## src/rtl/count_seg_display.sv

```systemverilog
// Two-digit multiplexed 7-segment display of a captured 4-bit count, with 15->0 wrap counting.
// Optional macro LEADING_ZERO_BLANK_EN blanks the tens slot when the tens digit is zero.
module count_seg_display #(
    parameter int unsigned REFRESH_DIV    = 4,
    parameter bit          SEG_ACTIVE_LOW = 1'b1
) (
    input  logic       CLK,
    input  logic       reset,
    input  logic [3:0] count_in,
    input  logic       count_valid,
    output logic [6:0] seg,
    output logic [1:0] an,
    output logic       wrap_pulse,
    output logic [7:0] wrap_cnt
);

    localparam int unsigned    PW         = (REFRESH_DIV > 1) ? $clog2(REFRESH_DIV) : 1;
    localparam logic [PW-1:0]  PRESC_LAST = PW'(REFRESH_DIV - 1);
    localparam logic [6:0]     SEG_OFF    = SEG_ACTIVE_LOW ? 7'h7F : 7'h00;
    localparam logic [1:0]     AN_OFF     = SEG_ACTIVE_LOW ? 2'b11 : 2'b00;

    typedef enum logic [1:0] {
        SHOW_ONES,
        BLANK_A,
        SHOW_TENS,
        BLANK_B
    } state_e;

    state_e        state_q, state_d;
    logic [PW-1:0] presc_q, presc_d;
    logic [3:0]    held_q, held_d;
    logic [6:0]    seg_q, seg_d;
    logic [1:0]    an_q, an_d;
    logic          wrap_pulse_q, wrap_pulse_d;
    logic [7:0]    wrap_cnt_q, wrap_cnt_d;

    logic          wrap_hit;
    logic          tens;
    logic [3:0]    ones;
    logic [6:0]    seg_hi;
    logic [1:0]    an_hi;

    function automatic logic [6:0] seg_code(input logic [3:0] d);
        logic [6:0] c;
        case (d)
            4'd0:    c = 7'h3F;
            4'd1:    c = 7'h06;
            4'd2:    c = 7'h5B;
            4'd3:    c = 7'h4F;
            4'd4:    c = 7'h66;
            4'd5:    c = 7'h6D;
            4'd6:    c = 7'h7D;
            4'd7:    c = 7'h07;
            4'd8:    c = 7'h7F;
            4'd9:    c = 7'h6F;
            default: c = 7'h00;
        endcase
        return c;
    endfunction

    assign tens = (held_q >= 4'd10);
    assign ones = tens ? (held_q - 4'd10) : held_q;

    // Wrap compares against held, so idle gaps between 15 and 0 still count.
    assign wrap_hit = count_valid && (held_q == 4'hF) && (count_in == 4'h0);

    always_comb begin
        held_d       = count_valid ? count_in : held_q;
        wrap_pulse_d = wrap_hit;
        wrap_cnt_d   = wrap_cnt_q;
        if (wrap_hit && (wrap_cnt_q != 8'hFF)) begin
            wrap_cnt_d = wrap_cnt_q + 8'd1;
        end

        state_d = state_q;
        presc_d = '0;
        case (state_q)
            SHOW_ONES: begin
                if (presc_q == PRESC_LAST) state_d = BLANK_A;
                else                       presc_d = presc_q + 1'b1;
            end
            BLANK_A:   state_d = SHOW_TENS;
            SHOW_TENS: begin
                if (presc_q == PRESC_LAST) state_d = BLANK_B;
                else                       presc_d = presc_q + 1'b1;
            end
            BLANK_B:   state_d = SHOW_ONES;
            default:   state_d = SHOW_ONES;
        endcase

        an_hi  = 2'b00;
        seg_hi = 7'h00;
        case (state_q)
            SHOW_ONES: begin
                an_hi  = 2'b01;
                seg_hi = seg_code(ones);
            end
            SHOW_TENS: begin
                an_hi  = 2'b10;
                seg_hi = seg_code({3'b000, tens});
`ifdef LEADING_ZERO_BLANK_EN
                if (!tens) begin
                    an_hi  = 2'b00;
                    seg_hi = 7'h00;
                end
`else
`endif
            end
            default: begin
                an_hi  = 2'b00;
                seg_hi = 7'h00;
            end
        endcase

        seg_d = SEG_ACTIVE_LOW ? ~seg_hi : seg_hi;
        an_d  = SEG_ACTIVE_LOW ? ~an_hi  : an_hi;
    end

    always_ff @(posedge CLK) begin
        if (reset) begin
            state_q      <= SHOW_ONES;
            presc_q      <= '0;
            held_q       <= '0;
            seg_q        <= SEG_OFF;
            an_q         <= AN_OFF;
            wrap_pulse_q <= 1'b0;
            wrap_cnt_q   <= '0;
        end else begin
            state_q      <= state_d;
            presc_q      <= presc_d;
            held_q       <= held_d;
            seg_q        <= seg_d;
            an_q         <= an_d;
            wrap_pulse_q <= wrap_pulse_d;
            wrap_cnt_q   <= wrap_cnt_d;
        end
    end

    assign seg        = seg_q;
    assign an         = an_q;
    assign wrap_pulse = wrap_pulse_q;
    assign wrap_cnt   = wrap_cnt_q;

endmodule
```

## config.mk

```make
export PLATFORM = sky130hd
export DESIGN_NAME = count_seg_display
export DESIGN_NICKNAME = d
export VERILOG_FILES = /design/src/rtl/count_seg_display.sv
export SDC_FILE = /design/constraint.sdc
export NUM_CORES = 1
export LEC_CHECK = 0
export BUFFER_PORTS_ARGS = -buffer_cell sky130_fd_sc_hd__buf_2
export CAP_MARGIN = 10
export CORE_UTILIZATION = 35
export CTS_BUF_LIST = sky130_fd_sc_hd__clkbuf_16
export DETAILED_ROUTE_END_ITERATION = 8
export GPL_TIMING_DRIVEN = 0
export PLACE_DENSITY_LB_ADDON = 0.08
export SLEW_MARGIN = 20
export SYNTH_ARGS = -nofsm -noshare
export SYNTH_HDL_FRONTEND = slang
export SYNTH_SLANG_ARGS = --single-unit
export TNS_END_PERCENT = 100
```

## constraint.sdc

```tcl
create_clock -name CLK -period 3 [get_ports CLK]
set_input_delay 0 -clock CLK [delete_from_list [all_inputs] [get_ports CLK]]
set_output_delay 0 -clock CLK [all_outputs]
set_load 0.005 [all_outputs]
```

# After elaboration in Yosys (flattened, before gate mapping)
# Memories as Yosys holds them, arrays and structs flattened.
# Cells that the tools add are included.
# classes
addsub,3
n_mul,0
div_mod_pow,0
n_lt_le_gt_ge,1
n_eq_ne,8
n_shift,0
muxes,7
bitwise_logic,4
n_reduce_logical,8
# ops
cell,count
$pmux 7 s2,2
$add 8x1->8 const B,1
$ne 8x8->1 const B,1
$pmux 2 s4,1
$not 7->7,1
$eq 2x2->1 const B,3
$eq 4x4->1 const B,1
$ge 4x4->1 const B,1
$logic_not 4->1,1
$mux 2,2
$mux 4,1
$ne 2x2->1 const B,2
$pmux 2 s2,1
$sub 4x4->4 const B,1
$logic_and 1x1->1,3
$reduce_or 3->1,1
$add 2x1->2 const B,1
$eq 2x1->1 const B,1
$logic_not 2->1,1
$not 1->1,2
$not 2->2,1
$reduce_and 2->1,1
$reduce_or 2->1,1
# totals
reg_bits,26
latch_bits,0
mem_bits_rw,0
rom_bits,112
inputBits,7
out_inout_bits,18
wordCells,39
n_memories,1
# memory_table
memory,depth,width,read_ports,rd_clocked_by_memory_dff,write_ports,line_no,rtl
(name not given),16,7,1,0,0,45,case (d)

# Depth between registers and ports, before layout
# Gate-level depths: netlist (run 1).
# depth
ltp_word,5
mapped_depth,7
ltp_nobuf,6

# Worst setup path after synthesis (run 1)
# OpenSTA, ideal clock, no wires.
# synth_timing
path_type,register -> register
startpoint,reg held_q[1]
endpoint,"reg wrap_cnt_q[6], in the netlist wrap_cnt[6]"
setup_ps,115
arrival_time_ps,2060
required_ps,2885
path_slack_ps,825
path_stages_with_launch,6
period_less_slack_ps,2175
cell_sequence,dfxtp_1 -> or4b_1 -> or4_1 -> buf_2 -> or4b_1 -> and3_1
# synth_via
elab_chain_cells,4
# synth_rtl
item,line_no,rtl
start: declaration,31,"logic [3:0] held_q, held_d;"
start signal: assignment,131,held_q <= held_d;
$eq 4x4->1,65,assign wrap_hit = count_valid && (held_q == 4'hF) && (count_in == 4'h0);
$logic_and 1x1->1 (2 in series),65,
$logic_and 1x1->1,71,if (wrap_hit && (wrap_cnt_q != 8'hFF)) begin
end signal: assignment,135,wrap_cnt_q <= wrap_cnt_d;
end: declaration,35,"logic [7:0] wrap_cnt_q, wrap_cnt_d;"
# No other way between the ends.
# A chain may end at the register's enable or synchronous reset.

# Final worst setup path (run 1)
# layout_timing
startpoint,reg held_q[1]
endpoint,"reg wrap_cnt_q[5], in the netlist wrap_cnt[5]"
# Same word-level chain as after synthesis.

==> results of run 1 <==
[repair_timing]
item,4_1_cts,5_1_grt
setup endpoints to repair,0,0
hold endpoints to repair,2,0
hold buffers,2,0
[layout by cell type (no fill, tap or decap), types with 3 or more instances in the layout]
master and instances:
mux2_2 3, o21ai_0 6, nor4_1 3, o41ai_1 4
inv_1 11, nand3_1 5, a21oi_1 7, nor2_1 15
ha_1 10, nand2_1 8, buf_2 25, clkbuf_1 3
o311ai_0 3, mux2i_1 4, clkbuf_16 3, dfxtp_1 26
[Yosys cell counts (all sizes together)]
cell type / instances
a41oi: 1
clkbuf: 3
inv: 11
a21o: 1
o31ai: 2
or2: 2
mux2: 3
nand2: 8
dfxtp: 26
or3: 2
nor2b: 2
buf: 3
o41ai: 4
nor4: 3
a21oi: 7
nand4: 2
o21a: 2
or4: 1
ha: 10
o311ai: 3
a22oi: 2
or4b: 2
mux2i: 4
nor4b: 1
o21ai: 6
nor2: 15
o211ai: 1
nor3: 2
nand3: 5
o21bai: 1
and3: 1
nand2b: 2
[registers in the layout, indices dropped and copies added (netlist names)]
register	count
an	2
held_q	4
presc_q	2
seg	7
state_q	2
wrap_cnt	8
wrap_pulse	1
[path summary, 6_finish.rpt]
| check | from | cells after the start | endpoint |
|---|---|---|---|
| worst max-delay path | held_q[1] | 5 | wrap_cnt[5] |
| worst min-delay path | count_in[1] | 3 | held_q[1] |
| worst max register to register | held_q[1] | 5 | wrap_cnt[5] |
| worst min register to register | presc_q[0] | 1 | presc_q[0] |
[worst max-delay path: stages (launching register included)]
cell and delay, ns:
dfxtp_1 0.44, or4b_1 0.45, or4_1 0.48, buf_2 0.17
nor4_1 0.32, mux2_2 0.37
[report_power, final]
| group | leakage (nW) | switching, mW | internal, mW |
|---|---|---|---|
| logic | 0.385 | 0.0571 | 0.0495 |
| clock network | 0.0370 | 0.109 | 0.176 |
| registers | 0.214 | 0.0112 | 0.374 |
| total | 0.635 | 0.177 | 0.600 |
[routing by layer]
layer	track usage, %	wire length [µm]
met5	0	0
met3	3.78	95
met2	21.3	1050
met1	21.1	1300
met4	4.76	33
[logic make-up (layout without fill, tap and decap cells)]
| kind of cell | count (synthesis) | in the layout | synth area share [%] |
|---|---|---|---|
| compound gates | 30 | 30 | 16.4 |
| simple gates | 48 | 48 | 19.9 |
| mux | 7 | 7 | 5.98 |
| flops | 26 | 26 | 42.2 |
| buf+inv | 17 | 45 | 5.37 |
| fa+ha+maj | 10 | 10 | 10.1 |
[final cells by class]
cell class	count	area share (%)
Timing Repair Buffer	25	9.00
Tap cell	46	3.83
Clock buffer	3	5.00
Buffer	6	1.67
Multi-Input combinational cell	95	43.1
Inverter	11	2.75
Sequential cell	26	34.7
[stage by stage]
stage,instance area [µm²],setup WS [ns],std cells,total power [mW],util (%)
final,1500,0.645,212,0.776,44.6
after global routing,1500,0.474,212,0.822,44.6
after CTS,1500,0.636,212,0.791,44.6
after global placement,1410,0.645,207,0.494,41.8
after detailed placement,1410,0.644,207,0.500,41.8
after floorplan,1230,0.825,138,0.461,-
==> flow_summary.ini, run 1 <==
[critical_path]
cp.required_ns = 3.14
crit_path_max_fanout = 8
critPathLaunchType = flip-flop
worstPathArrival_ns = 2.50
end_kind = flip-flop
worst-setup-path-type = flip-flop to flip-flop
r2r_slack_ns = 0.64

[cells_and_area]
multi_input_area_um2 = 647
fillCellCount = 361
synthToLayoutAreaGrowth_pct = 21.7
register_area_um2 = 520
fin_nets = 185
diodes = 0
layout-drive-gt1-share_pct = 19.9

[routing]
first_pass_iters = 4
viasPerCell = 5.03
antenna_left = 0
wl_per_cell_um = 11.7
post-route-drc-count = 0
wl_um = 2480
vias = 1067
drtIter0Drc = 38

[sta]
rsz0062_at_grt = false
holdWs_ns = 0.00166
setup-violations-final = 0
finalClockSkew_ns = 0.00484
min_period_over_period_pct = 78.5
hold_viol_final = 0
period_minus_slack_ns = 2.36
worst_pin_slew_ns = 0.716
max_slew_margin_pct = 51.9
fmax_mhz = 425
slew_violations = 0
finalSetupTns_ns = 0

[job]
drv_cap = 0

[global_routing]
grt_max_degree = 14
grt_pass1_vias = 881
grt_pass1_wl_um = 4040
grt-ovfl-total = 0
grt_use_total_pct = 14.6
antenna_found_initial = 0

[synth]
syn_area_um2 = 1230
synth_area_leaders = dfxtp_1, ha_1, nor2_1, inv_1, mux2i_1
yosysWarnings = 0
synth_top_area_share_pct = 42.2
seq_area_frac_synth_pct = 42.2
synth_seq_cells = 26
synth.avg_cell_area_um2 = 8.94
yosysUniqueCellTypes = 33
synth_fp_nets = 155
synth_cells = 138
yosysTopAreaCell = dfxtp_1

[die]
start_util_pct = 36.7
fp.dieH_um = 61.4
core_area_um2 = 3360
boundaryPins = 25
placementRows = 21
die_x_um = 61.4
die_area_um2 = 3770

[cts]
postCtsSetupBuffers = 0
cts_resized = 0
cts_sinks = 26
htreeDepth = 1
cts_buffers = 3
clock-root-buffer = clkbuf_16
clock_latency_ns = 0.25
clk_pin_slew_ns = 0.06
cts_tree = done
cts.path.max_buffers = 2

[pwr]
ir_drop_mv = 0.264
leakagePower_nw = 0.635
p_per_area_nw_per_um2 = 517

[placed_design]
dp_hpwl_um = 1900
io_buffers = 23
place.gp.congestion = 0.777

[status]
status = completed

[min_path]
hold_path_class = input pin to flip-flop
Power figures use the tool's default switching activity.
==> run 2: changes to the inputs <==
- clock period: 3 -> 2.29 ns (I/O delays scaled with it)
==> run 2 against run 1 <==
Cell area grew 2.0%. Total power up 31%. Clock power increased by 31%. Largest cell class unchanged. Largest power group unchanged. Highest routed layer unchanged.
==> flow_summary.ini, run 2 (synthesis results as in run 1) <==
[cells_and_area]
diodes = 0
fillCellCount = 358
finalNonFillerCells = 212
layout_common_cells = dfxtp_1, buf_2, nor2_1
synthToLayoutAreaGrowth_pct = 24.1
largest_reg_flops = 8
register_area_um2 = 524
layout-drive-gt1-share_pct = 22.9
fin_nets = 185
final_common_cell = dfxtp_1
multi_input_area_um2 = 667
fin_util_pct = 45.5

[routing]
post-route-drc-count = 0
first_pass_iters = 4
vias = 1078
wl_per_cell_um = 11.9
wl_um = 2530
antenna_left = 0
viasPerCell = 5.08
drtIter0Drc = 29

[global_routing]
grt_pass1_vias = 871
grt_pass1_wl_um = 4010
grt_use_total_pct = 14.5
grt-ovfl-total = 0
grt_max_degree = 14
antenna_found_initial = 0

[placed_design]
place.gp.congestion = 0.777
dp_hpwl_um = 1900
dp_cells = 207
io_buffers = 23

[critical_path]
cp.required_ns = 2.44
end_kind = flip-flop
r2r_slack_ns = 0.1
timing.rr.end = wrap_cnt[6]
r2r-start = held_q[1]
worst_r2r_path_depth = 5
crit_path_max_fanout = 6
worstPathArrival_ns = 2.35
worst-setup-path-type = flip-flop to flip-flop
critPathLaunchType = flip-flop
setup.worst_path.start = held_q[1]

[cts]
cts.path.max_buffers = 2
htreeDepth = 1
cts_buffers = 3
cts_tree = done
clk_pin_slew_ns = 0.06
clock-root-buffer = clkbuf_16
clock_latency_ns = 0.25
cts_sinks = 26

[sta]
rsz0062_at_grt = false
holdWs_ns = 0.0000713
worst_pin_slew_ns = 0.828
min_period_over_period_pct = 95.8
period_minus_slack_ns = 2.19
hold_viol_final = 0
finalSetupTns_ns = 0
max_slew_margin_pct = 44.4
slew_violations = 0
setup-violations-final = 0
fmax_mhz = 456
finalClockSkew_ns = 0.00435

[die]
fp.dieH_um = 61.4
core_area_um2 = 3360
die_x_um = 61.4
start_util_pct = 36.7
boundaryPins = 25
die_area_um2 = 3770
placementRows = 21

[min_path]
hp-start = count_in[1]
hold_path_class = input pin to flip-flop
worstHoldPathCells = 3
whs_endpoint = held_q[1]

[pwr]
leakagePower_nw = 0.642
p_per_area_nw_per_um2 = 665
ir_drop_mv = 0.346
total_power_mw = 1.02

[status]
status = completed

[job]
drv_cap = 0
-- run 2: cell types whose count changed in the layout (fill, tap and decap cells not counted), sizes merged --
cell    before  now
buf         26   27
clkbuf       6    5
-- run 2: critical path, cell delays in order (launching register included) --
cell     delay (ns)
dfxtp_4        0.34
or4b_1         0.42
or4_1          0.49
buf_4          0.18
or4b_1         0.48
and3_1         0.18
-- run 2: layout make-up --
cell class / instances / share of cell area [%]
buffer: 5 / 1.55
clock buffer: 3 / 4.90
inverter: 11 / 2.70
multi-input combinational: 95 / 43.5
sequential: 26 / 34.2
tap: 46 / 3.76
timing repair buffer: 26 / 9.31
-- run 2: worst max path at each step --
stage / end / slack [ns]
3_3_place_gp: wrap_cnt[7] / -0.07
6_report: wrap_cnt[6] / 0.1
4_1_cts: wrap_cnt[7] / 0.0005
2_1_floorplan: wrap_cnt[6] / 0.11
5_1_grt: wrap_cnt[6] / 0.03
3_5_place_dp: wrap_cnt[5] / -0.07
-- run 2: routing by layer --
metal / part of all wire, % / up-vias / GRT usage [%]
li1: - / 552 / -
met1: 51 / 495 / 21.2
met3: 5.1 / 4 / 3.78
met4: 1.3 / 0 / 4.76
met2: 43 / 27 / 20.8
met5: 0 / - / 0
-- run 2: metrics by stage --
step                instance area [µm²]  setup WS, ns
floorplan                          1230         0.115
global placement                   1410       -0.0651
detailed placement                 1410       -0.0656
CTS                                1510      0.000496
global route                       1530        0.0276
finish                             1530        0.0973
-- run 2: what timing repair did --
| action | in CTS | in global routing |
|---|---|---|
| setup endpoints to repair | 5 | 5 |
| setup buffers | 0 | 1 |
| resized for setup | 3 | 6 |
| hold buffers | 2 | 0 |
| hold endpoints to repair | 2 | 0 |
-- run 2: power breakdown --
group	switching, mW	internal, mW	leakage (nW)
Sequential	0.0154	0.489	0.214
Clock	0.143	0.231	0.0370
Combinational	0.0740	0.0658	0.391
==> run 3: changes to the inputs <==
- CORE_UTILIZATION: 35 -> 53
==> run 3 against run 2 <==
Final cell count is 6.6% lower. Via count is 2.1% higher. Count of clock-buffer cells in the layout stayed put. Wire length is 9.3% lower. Hold slack better by 0.019 ns. Global-route usage is 6.1 points higher. Combinational power hardly changed. Non-clock buffer count is 3 higher. First-iteration DRC count is 45% lower. Sequential share of layout area is 0.25 points higher. Critical endpoint unchanged. Largest cell class unchanged.
==> flow_summary.ini, run 3 (synthesis results as in run 1) <==
[cts]
htreeDepth = 1
cts.path.max_buffers = 2
cts_buffers = 3
cts_tree = done
clk_pin_slew_ns = 0.06
cts_sinks = 26
clock_latency_ns = 0.26
clock-root-buffer = clkbuf_16

[routing]
first_pass_iters = 4
drtIter0Drc = 16
wl_um = 2300
vias = 1101
viasPerCell = 5.56
post-route-drc-count = 0
wl_per_cell_um = 11.6
antenna_left = 0

[sta]
worst_pin_slew_ns = 0.644
period_minus_slack_ns = 2.19
slew_violations = 0
rsz0062_at_grt = false
fin_ws_ns = 0.0956
finalClockSkew_ns = 0.00557
setup-violations-final = 0
hold_viol_final = 0
fmax_mhz = 456
min_period_over_period_pct = 95.8
max_slew_margin_pct = 56.7
finalSetupTns_ns = 0

[die]
start_util_pct = 55.8
die_x_um = 50.2
boundaryPins = 25
fp.dieH_um = 50.2
core_area_um2 = 2210
placementRows = 17
die_area_um2 = 2520

[critical_path]
worstPathArrival_ns = 2.35
worstPathCellList = or4b_1, or4_1, buf_4, or4b_1, and3_1
cp.required_ns = 2.45
crit_path_max_fanout = 6
end_kind = flip-flop
critPathLaunchType = flip-flop
critPathMaxStageDelay_ns = 0.49
path_common_cell = or4b_1
worst-setup-path-type = flip-flop to flip-flop
crit_family = simple AND/OR/NAND/NOR gates
path_buf_inv = 1
slowest_stage = or4b_1

[pwr]
leakagePower_nw = 0.654
p_per_area_nw_per_um2 = 678
ir_drop_mv = 0.548

[cells_and_area]
fillCellCount = 199
diodes = 0
fin_nets = 188
synthToLayoutAreaGrowth_pct = 23.2
layout-drive-gt1-share_pct = 21.8
layout_common_cells = dfxtp_1, buf_2, nor2_1
finalNonFillerCells = 198
largest_reg_flops = 8
fin_util_pct = 68.7
final_common_cell = dfxtp_1

[job]
drv_cap = 0

[global_routing]
grt_use_total_pct = 20.6
grt_max_degree = 15
antenna_found_initial = 0
grt_pass1_wl_um = 3960
grt_pass1_vias = 954
grt-ovfl-total = 0

[placed_design]
io_buffers = 23
place.gp.congestion = 0.840
dp_hpwl_um = 1700
dp_cells = 189
place_ws_ns = -0.0337

[status]
status = completed

[min_path]
hold_path_class = input pin to flip-flop
## run 3: per-layer routing
| layer | GRT usage (%) | routed length (µm) | vias to the layer above |
|---|---|---|---|
| met1 | 27.4 | 1060 | 489 |
| met5 | 0 | 0 | - |
| met4 | 10.0 | 49 | 0 |
| met2 | 32.0 | 1050 | 45 |
| met3 | 3.64 | 136 | 5 |
| li1 | - | - | 562 |
## run 3: cell type report
class	count	area, µm²	area share, %
clock buffer	3	75.1	4.94
multi-input combinational	95	653	43.0
tap	28	35.0	2.30
clock inverter	1	3.75	0.247
buffer	6	27.5	1.81
inverter	11	41.3	2.72
sequential	26	524	34.5
timing repair buffer	28	160	10.5
## run 3: repair_timing
item / 4_1_cts / 5_1_grt
hold buffers: 3 / 0
setup buffers: 0 / 2
setup endpoints to repair: 5 / 5
hold endpoints to repair: 3 / 0
gates cloned: 0 / 0
gates resized for setup: 1 / 3
pin swaps: 0 / 0
## run 3: worst paths after layout
check,startpoint,end,slack (ns),cells after the start
setup / recovery,held_q[1],wrap_cnt[6],0.1,5
hold / removal,count_in[3],held_q[3],0.02,3
setup reg to reg,held_q[1],wrap_cnt[6],0.1,5
hold reg to reg,presc_q[0],presc_q[0],0.43,1
## run 3: where the power goes
part           switching [mW]  total [mW]  internal (mW)
Sequential             0.0134       0.503          0.489
Combinational          0.0749       0.143         0.0681
Clock                   0.152       0.386          0.234
## run 3: tightest hold or removal path, delay by kind of cell
family	cells	cell delay (ns)
multiplexers	1	0.06
AND/OR/NAND/NOR	1	0.10
buffers and inverters	1	0.09
## run 3: stage by stage
| stage | power (mW) | hold WS, ns | instance area (µm²) |
|---|---|---|---|
| floorplan | 0.604 | 0.147 | 1230 |
| CTS | 1.04 | 0.0139 | 1490 |
| global placement | 0.644 | 0.251 | 1380 |
| finish | 1.03 | 0.0189 | 1520 |
| global route | 1.09 | 0.0585 | 1520 |
| detailed placement | 0.651 | 0.265 | 1380 |
